**src/rtl/ldiv_arbiter.sv**
```systemverilog
// ldiv_arbiter: round-robin front end that shares one pipelined long divider
// among NUM_REQ requesters, with per-requester credit limits and a reset
// tag pipeline that returns each result to its requester in issue order.
//
// Ports:
//   clk, reset_n          clock (rising edge), asynchronous active-low reset
//   issue_en              0 blocks new grants; in-flight work still completes
//   req_valid/req_ready   per-requester request / combinational one-hot grant
//   req_numerator         packed operands, requester i at slice i
//   req_denominator       packed operands, requester i at slice i
//   rsp_valid             one-cycle pulse per result
//   rsp_id                requester index of the result
//   rsp_quotient          quotient of the result
//   rsp_remainder         remainder of the result
//   rsp_div_zero          only with LDIV_ARBITER_DIVZERO_EN: result had denominator 0
//   busy                  at least one operation in flight
//
// Optional feature macro: LDIV_ARBITER_DIVZERO_EN

// ldiv: restoring long divider, one quotient bit per stage, no reset.
// Operands are captured on the first edge; the result is registered
// NUMERATOR_WIDTH edges later. Divide by zero yields all-ones quotient and
// remainder = numerator.
module ldiv #(
    parameter int unsigned NUMERATOR_WIDTH   = 10,
    parameter int unsigned DENOMINATOR_WIDTH = 10,
    parameter int unsigned QUOTIENT_WIDTH    = 10
) (
    input  logic                         clk,
    input  logic                         valid_in,
    input  logic [NUMERATOR_WIDTH-1:0]   numerator,
    input  logic [DENOMINATOR_WIDTH-1:0] denominator,
    output logic [QUOTIENT_WIDTH-1:0]    quotient,
    output logic [NUMERATOR_WIDTH-1:0]   remainder
);
    localparam int unsigned NW  = NUMERATOR_WIDTH;
    localparam int unsigned RMW = (NW > DENOMINATOR_WIDTH) ? NW : DENOMINATOR_WIDTH;

    logic           vld   [NW];
    logic [NW-1:0]  num   [NW];
    logic [RMW-1:0] den   [NW];
    logic [RMW-1:0] rem   [NW];
    logic [NW-1:0]  quo   [NW];
    logic [RMW:0]   trial [NW];
    logic [RMW:0]   diff  [NW];
    logic           ge    [NW];
    logic [NW-1:0]  quo_out;
    logic [NW-1:0]  rem_out;

    // Stage s consumes numerator bit NW-1-s.
    always_comb begin
        for (int unsigned s = 0; s < NW; s++) begin
            trial[s] = {rem[s], num[s][NW-1-s]};
            diff[s]  = trial[s] - {1'b0, den[s]};
            ge[s]    = (trial[s] >= {1'b0, den[s]});
        end
    end

    // Stages only advance for valid entries, so idle cycles do not toggle data.
    always_ff @(posedge clk) begin
        vld[0] <= valid_in;
        if (valid_in) begin
            num[0] <= numerator;
            den[0] <= RMW'(denominator);
            rem[0] <= '0;
            quo[0] <= '0;
        end
        for (int unsigned s = 1; s < NW; s++) begin
            vld[s] <= vld[s-1];
            if (vld[s-1]) begin
                num[s] <= num[s-1];
                den[s] <= den[s-1];
                rem[s] <= ge[s-1] ? RMW'(diff[s-1]) : RMW'(trial[s-1]);
                quo[s] <= quo[s-1] | (ge[s-1] ? (NW'(1) << (NW - s)) : '0);
            end
        end
        if (vld[NW-1]) begin
            rem_out <= ge[NW-1] ? NW'(diff[NW-1]) : NW'(trial[NW-1]);
            quo_out <= quo[NW-1] | NW'(ge[NW-1]);
        end
    end

    assign quotient  = QUOTIENT_WIDTH'(quo_out);
    assign remainder = rem_out;
endmodule

module ldiv_arbiter #(
    parameter int unsigned NUM_REQ           = 4,
    parameter int unsigned NUMERATOR_WIDTH   = 10,
    parameter int unsigned DENOMINATOR_WIDTH = 10,
    parameter int unsigned QUOTIENT_WIDTH    = 10,
    parameter int unsigned MAX_OUTSTANDING   = 4
) (
    input  logic                                   clk,
    input  logic                                   reset_n,
    input  logic                                   issue_en,
    input  logic [NUM_REQ-1:0]                     req_valid,
    output logic [NUM_REQ-1:0]                     req_ready,
    input  logic [NUM_REQ*NUMERATOR_WIDTH-1:0]     req_numerator,
    input  logic [NUM_REQ*DENOMINATOR_WIDTH-1:0]   req_denominator,
    output logic                                   rsp_valid,
    output logic [$clog2(NUM_REQ)-1:0]             rsp_id,
    output logic [QUOTIENT_WIDTH-1:0]              rsp_quotient,
    output logic [NUMERATOR_WIDTH-1:0]             rsp_remainder,
`ifdef LDIV_ARBITER_DIVZERO_EN
    output logic                                   rsp_div_zero,
`endif
    output logic                                   busy
);
    localparam int unsigned NR = NUM_REQ;
    localparam int unsigned NW = NUMERATOR_WIDTH;
    localparam int unsigned DW = DENOMINATOR_WIDTH;
    localparam int unsigned IW = $clog2(NUM_REQ);
    localparam int unsigned CW = 4;
    localparam logic [CW-1:0] MAX_C = CW'(MAX_OUTSTANDING);

    logic [IW-1:0] rr_ptr;
    logic [CW-1:0] outstanding [NR];
    logic [NR-1:0] eligible;
    logic          grant_any;
    logic [IW-1:0] grant_idx;

    logic [NW-1:0] num_slice [NR];
    logic [DW-1:0] den_slice [NR];
    logic [NW-1:0] num_hold, div_num;
    logic [DW-1:0] den_hold, div_den;
    logic [QUOTIENT_WIDTH-1:0] div_quo;
    logic [NW-1:0]             div_rem;

    // Tag entry k is valid k edges after the accept; entry NW lines up with
    // the divider's registered result.
    logic          tag_vld [NW+1];
    logic [IW-1:0] tag_id  [NW+1];
`ifdef LDIV_ARBITER_DIVZERO_EN
    logic          tag_dz  [NW+1];
`endif

    for (genvar g = 0; g < NR; g++) begin : g_unpack
        assign num_slice[g] = req_numerator[g*NW +: NW];
        assign den_slice[g] = req_denominator[g*DW +: DW];
    end

    // A credit returning this cycle may be reused by a same-cycle accept,
    // so a requester at the limit can re-issue on its return edge.
    always_comb begin
        for (int unsigned i = 0; i < NR; i++) begin
            eligible[i] = issue_en && req_valid[i] &&
                          ((outstanding[i] < MAX_C) || (rsp_valid && (rsp_id == IW'(i))));
        end
    end

    always_comb begin
        int unsigned idx;
        idx       = 0;
        grant_any = 1'b0;
        grant_idx = '0;
        req_ready = '0;
        for (int unsigned off = 0; off < NR; off++) begin
            idx = (32'(rr_ptr) + off) % NR;
            if (!grant_any && eligible[IW'(idx)]) begin
                grant_any = 1'b1;
                grant_idx = IW'(idx);
            end
        end
        if (grant_any) req_ready[grant_idx] = 1'b1;
    end

    assign div_num = grant_any ? num_slice[grant_idx] : num_hold;
    assign div_den = grant_any ? den_slice[grant_idx] : den_hold;

    ldiv #(
        .NUMERATOR_WIDTH   (NW),
        .DENOMINATOR_WIDTH (DW),
        .QUOTIENT_WIDTH    (QUOTIENT_WIDTH)
    ) u_ldiv (
        .clk         (clk),
        .valid_in    (grant_any),
        .numerator   (div_num),
        .denominator (div_den),
        .quotient    (div_quo),
        .remainder   (div_rem)
    );

    always_ff @(posedge clk or negedge reset_n) begin
        if (!reset_n) begin
            rr_ptr        <= '0;
            num_hold      <= '0;
            den_hold      <= '0;
            rsp_valid     <= 1'b0;
            rsp_id        <= '0;
            rsp_quotient  <= '0;
            rsp_remainder <= '0;
`ifdef LDIV_ARBITER_DIVZERO_EN
            rsp_div_zero  <= 1'b0;
`endif
            for (int unsigned k = 0; k <= NW; k++) begin
                tag_vld[k] <= 1'b0;
                tag_id[k]  <= '0;
`ifdef LDIV_ARBITER_DIVZERO_EN
                tag_dz[k]  <= 1'b0;
`endif
            end
            for (int unsigned i = 0; i < NR; i++) outstanding[i] <= '0;
        end else begin
            if (grant_any) begin
                rr_ptr   <= (grant_idx == IW'(NR - 1)) ? '0 : grant_idx + 1'b1;
                num_hold <= div_num;
                den_hold <= div_den;
            end

            tag_vld[0] <= grant_any;
            tag_id[0]  <= grant_idx;
`ifdef LDIV_ARBITER_DIVZERO_EN
            tag_dz[0]  <= grant_any && (div_den == '0);
`endif
            for (int unsigned k = 1; k <= NW; k++) begin
                tag_vld[k] <= tag_vld[k-1];
                tag_id[k]  <= tag_id[k-1];
`ifdef LDIV_ARBITER_DIVZERO_EN
                tag_dz[k]  <= tag_dz[k-1];
`endif
            end

            rsp_valid <= tag_vld[NW];
`ifdef LDIV_ARBITER_DIVZERO_EN
            rsp_div_zero <= tag_vld[NW] && tag_dz[NW];
`endif
            if (tag_vld[NW]) begin
                rsp_id        <= tag_id[NW];
                rsp_quotient  <= div_quo;
                rsp_remainder <= div_rem;
            end

            for (int unsigned i = 0; i < NR; i++) begin
                if ((grant_any && (grant_idx == IW'(i))) && !(rsp_valid && (rsp_id == IW'(i))))
                    outstanding[i] <= outstanding[i] + 1'b1;
                else if (!(grant_any && (grant_idx == IW'(i))) && (rsp_valid && (rsp_id == IW'(i))))
                    outstanding[i] <= outstanding[i] - 1'b1;
            end
        end
    end

    always_comb begin
        busy = rsp_valid;
        for (int unsigned k = 0; k <= NW; k++) busy = busy | tag_vld[k];
    end
endmodule

```
**config.mk**
```make
export PLATFORM = sky130hd
export DESIGN_NAME = ldiv_arbiter
export DESIGN_NICKNAME = d
export VERILOG_FILES = /design/src/rtl/ldiv_arbiter.sv
export SDC_FILE = /design/constraint.sdc
export NUM_CORES = 1
export LEC_CHECK = 0
export BUFFER_PORTS_ARGS = -buffer_cell sky130_fd_sc_hd__buf_2
export CAP_MARGIN = 20
export CORE_ASPECT_RATIO = 0.75
export CORE_MARGIN = 5
export CORE_UTILIZATION = 55
export CTS_BUF_LIST = sky130_fd_sc_hd__clkbuf_8
export DETAILED_ROUTE_END_ITERATION = 8
export GPL_TIMING_DRIVEN = 0
export PLACE_DENSITY_LB_ADDON = 0.1
export SLEW_MARGIN = 25
export SYNTH_ARGS = -nofsm -noshare
export SYNTH_HDL_FRONTEND = slang
export SYNTH_SLANG_ARGS = --single-unit
```
**constraint.sdc**
```tcl
create_clock -name clk -period 7 [get_ports clk]
set_input_delay 0.35 -clock clk [delete_from_list [all_inputs] [get_ports clk]]
set_output_delay 0.35 -clock clk [all_outputs]
set_load 0.03 [all_outputs]
```
* Yosys cells after proc, flatten, opt, wreduce, memory -nomap -nowiden
Memory sizes are Yosys's and may differ from the RTL's.
Index checks and enable logic that the tools add are counted.
** Cells by class
- Add/sub/neg operators :: 22
- Order comparisons :: 21
- Eq/ne operators :: 6
- Muxes and demuxes :: 75
- Bitwise gates (word level) :: 22
- Reductions and logical operators :: 49
** Operator list (count)
- 10-bit two-way mux :: 17
- 11-bit by 10-bit greater-or-equal comparator with 1-bit output :: 10
- 10-bit subtractor :: 10
- 10-bit OR :: 9
- 10-bit binary-select mux with 2-bit select :: 2
- 4-bit two-way mux :: 10
- 1-bit two-way mux :: 29
- 1-bit logical AND :: 28
- 4-bit by 1-bit adder with 4-bit output, second input constant :: 4
- 4-bit by 3-bit < comparator with 1-bit output, second input constant :: 4
- 4-bit by 1-bit subtractor with 4-bit output, second input constant :: 4
- 2-bit by 3-bit < comparator with 1-bit output, second input constant :: 5
- 2-bit two-way mux :: 6
- 1-bit logical NOT :: 11
- 1-bit OR :: 11
- 10-bit by 1-bit OR with 10-bit output :: 1
- 9-bit two-way mux :: 1
- 1-bit binary-select mux with 2-bit select :: 4
- 2-bit == test, second input constant :: 4
- 8-bit two-way mux :: 1
- 2-bit nonzero test :: 4
- 7-bit two-way mux :: 1
- 6-bit two-way mux :: 1
- 5-bit two-way mux :: 1
- 10 further kinds :: 17
** Word-level totals
- Bits in registers :: 114
- Bits in writable memories :: 410
- Input port bits :: 87
- Output and inout port bits :: 28
- Logic and storage cells :: 235
- Memories kept :: 5
** Memories
- u_ldiv.den :: depth 10, bits a word 10, read ports 10, clocked after Yosys merged registers in 0, write ports 10, line 41 : logic [RMW-1:0] den [NW];
- u_ldiv.num :: depth 10, bits a word 10, read ports 10, clocked after Yosys merged registers in 0, write ports 10, line 40 : logic [NW-1:0] num [NW];
- u_ldiv.quo :: depth 10, bits a word 10, read ports 10, clocked after Yosys merged registers in 0, write ports 10, line 43 : logic [NW-1:0] quo [NW];
- u_ldiv.rem :: depth 10, bits a word 10, read ports 10, clocked after Yosys merged registers in 0, write ports 10, line 42 : logic [RMW-1:0] rem [NW];
- u_ldiv.vld :: depth 10, bits a word 1, read ports 10, clocked after Yosys merged registers in 0, write ports 10, line 39 : logic vld [NW];

* Depth between registers and ports, before layout
Gate-level depths: netlist of run 1.
- Depth after elaboration :: 22
- Depth in mapped cells :: 17

* By module
From an unflattened synthesis of run 1, not the netlist that was laid out.
** Second synthesis, totals
- Cells, all modules :: 1386
- Area total of the unflattened synthesis :: 19648.8 µm²
** By module, submodules not included
- ldiv :: times used 1, cells each 1012, area each 14998.1 µm², seq. area each 9509.1 µm²
- ldiv_arbiter :: times used 1, cells each 374, area each 4650.7 µm², seq. area each 2352.3 µm²

* Least setup slack after synthesis of run 1
No wires, ideal clock.
- Kind :: register to register
- Start :: reg rsp_valid
- End :: reg outstanding[11] (netlist bit)
- Setup time :: 0.125 ns
- Arrival :: 3.898 ns
- Data required time :: 6.875 ns
- Setup slack :: 2.977 ns
- Stages on the path, launching flop included :: 15
- Path through :: dfrtp_1 nor3b_2 o21ai_0 a41oi_1 buf_2 clkbuf_1 and2_1 ha_1 inv_1 ha_1 a21o_1 a21oi_1 xnor2_1 nor2_1 xor2_1
** RTL lines
- from (decl) :: line 101 : output logic rsp_valid,
- from (signal assigned) :: line 224 : rsp_valid <= tag_vld[NW];
- 1-bit logical AND :: line 148 : ((outstanding[i] < MAX_C) || (rsp_valid && (rsp_id == IW'(i))));
- 1-bit logical OR :: line 148
- 1-bit logical AND :: line 147 : eligible[i] = issue_en && req_valid[i] &&
- 1-bit binary-select mux with 2-bit select :: line 160 : if (!grant_any && eligible[IW'(idx)]) begin
- 1-bit two-way mux (not written as such) :: line 160
- 1-bit two-way mux :: line 160
- 1-bit logical NOT :: line 160
- 1-bit logical AND :: line 160
- [... 4 more ...]
- 1-bit logical NOT :: line 160
- 1-bit logical AND :: line 160
- 1-bit two-way mux * :: line 160
- named net grant_any :: line 120 : logic grant_any;
- 1-bit logical AND * :: line 235, 237
- 1-bit logical NOT :: line 237 : else if (!(grant_any && (grant_idx == IW'(i))) && (rsp_valid && (rsp_id == IW'(i))))
- 1-bit logical AND :: line 237
- 2-bit nonzero test (no line)
- to (signal, indexed assignment) :: line 236 : outstanding[i] <= outstanding[i] + 1'b1;
- to (signal, indexed assignment) :: line 238 : outstanding[i] <= outstanding[i] - 1'b1;
- to (decl) :: line 118 : logic [CW-1:0] outstanding [NR];
The timed path passes the listed nets; every way through them passes the cells marked *. The select of a mux whose other input is x is not followed.
A chain may end at the register's enable or synchronous reset.

* Worst setup path after layout of run 1
- Start :: reg rsp_id[0]
- End :: reg outstanding[15] (netlist bit)
** On the way
- Word-level cells in the longest chain between the ends :: 21
** RTL lines
- from (decl) :: line 102 : output logic [$clog2(NUM_REQ)-1:0] rsp_id,
- from (signal assigned) :: line 229 : rsp_id <= tag_id[NW];
- 2-bit by 1-bit == test with 1-bit output (tied with other cells) :: line 148
- 1-bit logical AND :: line 148
- 1-bit logical OR :: line 148
- 1-bit logical AND :: line 147
- 1-bit binary-select mux with 2-bit select :: line 160
- 1-bit two-way mux (not written as such) :: line 160
- 1-bit two-way mux :: line 160
- 1-bit logical NOT :: line 160
- [... 6 more ...]
- 1-bit logical AND :: line 160
- 2-bit two-way mux * :: line 160
- named net grant_idx[1] :: line 121 : logic [IW-1:0] grant_idx;
- 2-bit logical NOT * :: line 235, 237
- 1-bit logical AND * :: line 235, 237
- 1-bit logical NOT :: line 237
- 1-bit logical AND :: line 237
- 2-bit nonzero test (no line)
Marked as above.

==> run summary, run 1 <==
Outcome = finished clean
Die X = 225 um
Top Usage Layer GRT = met2
Synth area leaders = edfxtp_1 49%, dfrtp_1 12%, ha_1 7.1%
Tot GR Track Use = 19.0%
Avg WL per Cell = 16.7 um
Sequential fraction of the synthesis area = 62.4%
Leak Pwr = 8.76 nW
Met3 global-route usage = 5.28%
Clock skew = 0.0192 ns
Share of layout cells above drive strength 1 = 19.0%
Setup TNS = 0 ns
Most numerous cell in the Yosys netlist = edfxtp_1
Met2 Use GR = 30.7%
Final setup viols = 0
Vias post-DR = 11600
Hold buffers post-CTS = 14
Core area = 34400 um^2
Syn_area_per_cell = 13.2 um^2
Endpoint of the lowest-slack register-to-register path = outstanding[15]$_DFFE_PN0P_
Routed Antenna Nets = 0
CP max stage delay = 0.57 ns
Yosys top cell area share = 49.0%
Placed Area = 20200 um^2
RSZ-0062 raised after global routing = no
Initial Utilization = 55.2%
Die area = 38400 um^2
Clock latency on the worst-skew pair = 0.59 ns
Final Cell Area = 21600 um^2
R2R depth = 16
R2R Path Start = rsp_id[0]$_DFFE_PN0P_
Total CTS buffers = 67
Slowest-stage cell, CP = clkbuf_1
Most instantiated cells after synthesis = 310 x edfxtp_1, 151 x inv_1, 108 x ha_1
Number of synthesized flops with an enable pin = 310
Final Max Tran Viols = 0
Top FF cell, synth = edfxtp_1
FMAX = 239 MHz
Hold WC Path Type = in2reg
Power Dens Cells = 211 nW/um^2
Filler cell count = 2711
Setup crit end kind = register
Hold Fails Final Rpt = 0
Pin count of the biggest net entering global routing = 61
First-pass GRT wire length = 59400 um
CP required = 7.46 ns
Met1 usage = 25.4%
Max-cap violations = 0
Post-CTS Setup Inserts = 0
Post-Syn Area = 19000 um^2
# rows = 59
Period minus WS final = 4.19 ns
Cell variety after synth = 49
CTS Root Cell = clkbuf_8
ANT cells = 0
I/O pins = 115
GP Congestion = 0.872
Crit path kind = reg2reg
HPWL Detailed = 26500 um
Critical Path, Cell by Cell = and3b_1 > o21ai_0 > a22oi_1 > nor2_1 > clkbuf_1 > inv_1 > ha_1 > and2_1 > ha_1 > inv_1 > ha_1 > a21o_1 > a21oi_1 > xnor2_1 > nor2_1 > xor2_1
CTS max path bufs = 3
Worst Path Arrival = 4.65 ns
Vias in the first global route = 11800
Clock transition at path regs = 0.06 ns
Crit Path Max Fanout = 12
CTS tree = built
Vias per inst = 5.41
Yosys reg bits = 414
Syn Inst Count = 1442
Syn nets = 1650
Syn-to-layout area delta = 13.6%
Antenna violations before repair = 1
Worst setup path startpoint = rsp_id[0]$_DFFE_PN0P_
Nets = 1849
R2r setup slk = 2.81 ns
Yosys warns = 0
Clock H-tree levels = 3
Max rail drop VDD = 0.138 mV
GRT overflow = 0
Most used cell, CP = ha_1
Slew @ Worst Pin = 0.875 ns
Layout Utilization = 62.7%
# clock sinks = 414
Asr flop ratio synth = 22.7%
Routed WL = 35900 um
CTS resizes = 0
Startpoint types = register
Relative slew margins = 41.6%
Initial DRC count = 737
Period Utilization, post-route = 59.9%
TritonRoute pass-1 iters = 5
Die H = 171 um
Post-synth top area cell = edfxtp_1
Port Buffers = 114
CP endpoint = outstanding[15]$_DFFE_PN0P_
# DRC = 0
[registers in the layout (all words and copies together), names as in the netlist]
register,flops
den_hold,10
num_hold,10
outstanding,16
rr_ptr,2
rsp_id,2
rsp_quotient,10
rsp_remainder,10
rsp_valid,1
tag_id,22
tag_vld,11
u_ldiv.den,100
u_ldiv.num,55
u_ldiv.quo,45
u_ldiv.quotient,10
u_ldiv.rem,90
u_ldiv.remainder,10
u_ldiv.vld,10
[where the power goes]
group          internal, W  total (W)  switching (W)
clock network     0.000977    0.00190       0.000923
registers          0.00261    0.00261              0
logic            0.0000251  0.0000516      0.0000265
[logic make-up (layout without fill, tap and decap cells)]
group	after synthesis	count (layout)	share of synthesized area (%)
flops	414	414	62.4
fa+ha+maj	121	121	8.48
compound gates	287	287	9.48
buf+inv	175	427	3.53
xor+xnor	71	71	3.27
mux	109	109	6.34
simple gates	265	265	6.45
[layout make-up]
cell class	instances	area, um^2	area share (%)
clock inverters	48	214	0.991
well taps	457	572	2.65
repair buffers	130	772	3.58
multi-input cells	853	6460	29.9
flip-flops and latches	414	11900	55.0
clock buffers	74	1020	4.72
plain buffers	22	97.6	0.452
inverters	153	574	2.66
[routing by layer]
layer  up-vias  share of wire, %
met5         -             0.036
li1       5654                 -
met2       291                47
met4         2               2.6
met1      5602                45
met3        79               5.4
[per-stage QoR]
step	worst slack [ns]	hold WS, ns	power, W	std cells
after floorplan	2.98	0.0544	0.00267	1442
after global routing	2.58	0.00624	0.00476	2151
final	2.81	0.0463	0.00456	2151
after global placement	2.53	0.332	0.00271	2013
after CTS	2.89	0.000208	0.00463	2151
after detailed placement	2.90	0.274	0.00271	2015
[placed cells by master, fill, tap and decap left out, drive strengths merged, types with 10 or more instances in the layout]
cell type	n
clkbuf	87
o21ai	76
ha	108
buf	125
inv	181
dfxtp	10
dfrtp	94
a31oi	40
nand4	21
a21boi	10
clkinv	15
xor2	14
o22a	20
dlygate4sd3	14
nand2	70
nor2	105
fa	13
xnor2	57
o31ai	18
edfxtp	310
mux2i	19
a21oi	79
mux2	90
nand2b	10
nor3	13
o21a	11
nor2b	19
[worst min-delay path by stage]
stage	to	start	slack, ns	cells after the start
after CTS	den_hold[0]$_DFFE_PN0N_	req_denominator[30]	0.0002	3
after global routing	den_hold[0]$_DFFE_PN0N_	req_denominator[30]	0.006	3
after global placement	tag_id[12]$_DFF_PN0_	tag_id[14]$_DFF_PN0_	0.33	0
final	den_hold[9]$_DFFE_PN0N_	req_denominator[39]	0.05	3
after detailed placement	outstanding[5]$_DFFE_PN0P_	reset_n	0.27	1
after floorplan	den_hold[0]$_DFFE_PN0N_	reset_n	0.05	0
[worst max-delay path, delay by kind of cell (launching register included)]
| kind | cells | cell delay (ns) |
|---|---|---|
| AO/OA/AOI/OAI | 4 | 0.93 |
| flip-flops | 1 | 0.47 |
| AND/OR/NAND/NOR | 4 | 0.84 |
| buffers and inverters | 3 | 0.85 |
| XOR/XNOR | 2 | 0.28 |
| adder cells (fa/ha/maj) | 3 | 0.70 |
Note: power is estimated with default switching activity, not from simulation.
==> inputs of run 2 (changes only) <==
==> constraint.sdc (replaced) <==
create_clock -name clk -period 3.4 [get_ports clk]
set_input_delay 0.17 -clock clk [delete_from_list [all_inputs] [get_ports clk]]
set_output_delay 0.17 -clock clk [all_outputs]
set_load 0.03 [all_outputs]
==> run summary, run 2 (same netlist as run 1, synthesis figures left out) <==
Outcome = finished clean
Placed Area = 20200 um^2
First-pass GRT wire length = 60600 um
Pin count of the biggest net entering global routing = 61
Clock skew = 0.0299 ns
Die area = 38400 um^2
HPWL Detailed = 26200 um
ANT cells = 0
Avg WL per Cell = 16.8 um
Largest Register = u_ldiv.den
Min Hold Slack = 0.0676 ns
CTS max path bufs = 3
Vias post-DR = 12000
Non-Filler Instances = 2203
GRT overflow = 0
Initial Utilization = 55.2%
Crit path kind = reg2reg
CP max stage delay = 0.47 ns
Port Buffers = 114
Routed Antenna Nets = 0
Syn-to-layout area delta = 17.3%
Startpoint types = register
Vias in the first global route = 12000
CP required = 3.90 ns
Regs by FF count = u_ldiv.den: 100 flops, u_ldiv.rem: 90 flops, u_ldiv.num: 55 flops
Vias per inst = 5.43
Nets = 1901
Layout Utilization = 64.8%
Total CTS buffers = 61
Share of layout cells above drive strength 1 = 20.7%
Max rail drop VDD = 0.329 mV
Leak Pwr = 9.09 nW
Routed WL = 37000 um
CTS Root Cell = clkbuf_8
Setup TNS = 0 ns
Max-cap violations = 0
FMAX = 302 MHz
Placed insts = 2014
Hold Fails Final Rpt = 0
Die X = 225 um
Clock latency on the worst-skew pair = 0.62 ns
Power Dens Cells = 424 nW/um^2
Period Utilization, post-route = 97.5%
Worst Path Arrival = 3.81 ns
Die H = 171 um
Final Cell Area = 22300 um^2
Final setup viols = 0
Core area = 34400 um^2
Period minus WS final = 3.31 ns
# DRC = 0
CTS tree = built
Clock H-tree levels = 2
Setup crit end kind = register
Slew @ Worst Pin = 0.867 ns
Hold WC Path Type = in2reg
Most common cell after layout, fill and taps aside = edfxtp_1
# rows = 59
I/O pins = 115
Crit Path Max Fanout = 6
Final Max Tran Viols = 0
Slowest-stage cell, CP = dfrtp_2
Relative slew margins = 42.1%
Most frequent cells in the layout = 310 x edfxtp_1, 175 x inv_1, 120 x buf_2
GP Congestion = 0.883
Antenna violations before repair = 1
# clock sinks = 414
Tot GR Track Use = 19.3%
Most used cell, CP = ha_1
Critical Path, Cell by Cell = and3b_1 > o21a_1 > a211oi_1 > a2111oi_4 > o21ai_4 > ha_1 > and2_4 > ha_1 > inv_2 > ha_1 > a21o_1 > a21oi_2 > xnor2_1 > nor2_1 > xor2_1
TritonRoute pass-1 iters = 5
Initial DRC count = 836
Clock transition at path regs = 0.07 ns
Max FFs per register = 100
## run 2: changes by cell type in the layout (fill, tap and decap cells not counted), moves of 3 or more
| cell | delta |
|---|---|
| and2_4 | +4 |
| dfrtp_2 | +3 |
| dfrtp_1 | -3 |
| and2_1 | -4 |
| buf_4 | +14 |
| clkinvlp_4 | -4 |
| ha_4 | +5 |
| ha_1 | -7 |
| dlygate4sd3_1 | +46 |
| a21oi_2 | +4 |
| inv_2 | +3 |
| a21oi_1 | -4 |
| clkinv_1 | -6 |
## run 2: report_power, final
| group | total, W | switching, W | internal (W) |
|---|---|---|---|
| Clock | 0.00394 | 0.00188 | 0.00206 |
| Combinational | 0.000134 | 0.0000618 | 0.0000727 |
| Sequential | 0.00537 | 0 | 0.00537 |
| Total | 0.00944 | 0.00194 | 0.00750 |
## run 2: per-layer routing
metal  global-route usage [%]  routed length (um)  up-vias
met4                     6.30                 903        2
met1                     26.4               16800     5782
li1                         -                   -     5761
met3                     3.50                1790       86
met5                        0                  15        -
met2                     31.8               17500      328
## run 2: path summary, 6_finish.rpt
check                           slack (ns)                  start                          end  depth (start not counted)
min in group asynchronous             0.59                reset_n   outstanding[6]$_DFFE_PN0P_                          3
worst max-delay path                  0.09  rsp_id[1]$_DFFE_PN0P_  outstanding[15]$_DFFE_PN0P_                         15
max in group asynchronous             1.92                reset_n      den_hold[2]$_DFFE_PN0N_                          4
worst min-delay path                  0.07    req_denominator[29]   u_ldiv.den[0][9]$_DFFE_PN_                          3
worst max register to register        0.09  rsp_id[1]$_DFFE_PN0P_  outstanding[15]$_DFFE_PN0P_                         15
worst min register to register        0.32    tag_id[9]$_DFF_PN0_          tag_id[7]$_DFF_PN0_                          0
## run 2: final cells by class
| cell class | count | area (um^2) |
|---|---|---|
| clock buffers | 74 | 1020 |
| fillers | 2620 | 12100 |
| multi-input cells | 853 | 6600 |
| clock inverters | 42 | 215 |
| repair buffers | 189 | 1310 |
| plain buffers | 21 | 116 |
| flip-flops and latches | 414 | 11900 |
| inverters | 153 | 577 |
| well taps | 457 | 572 |
## run 2: critical path: cells and delay by family (launching register included)
family                     cells  cell delay (ns)
xor gates and xnor gates       2             0.27
and+or+nand+nor                3             0.51
DFF                            1             0.47
buffers and inverters          1             0.08
adders and majority gates      3             0.67
AOI/OAI and AO/OA              6             1.19
## run 2: repair_timing
action / 4_1_cts / 5_1_grt
setup buffers: 7 / 7
pin swaps: 4 / 19
gates resized for setup: 19 / 18
setup endpoints to repair: 16 / 21
cloned: 0 / 0
hold buffers: 60 / 0
hold endpoints to repair: 131 / 0
## run 2: through the flow
step           setup slack, ns  power [W]
2_1_floorplan          0.00997    0.00549
3_3_place_gp            -0.560    0.00557
3_5_place_dp            -0.668    0.00557
4_1_cts                0.00381    0.00958
5_1_grt                -0.0264    0.00982
6_report                0.0861    0.00944
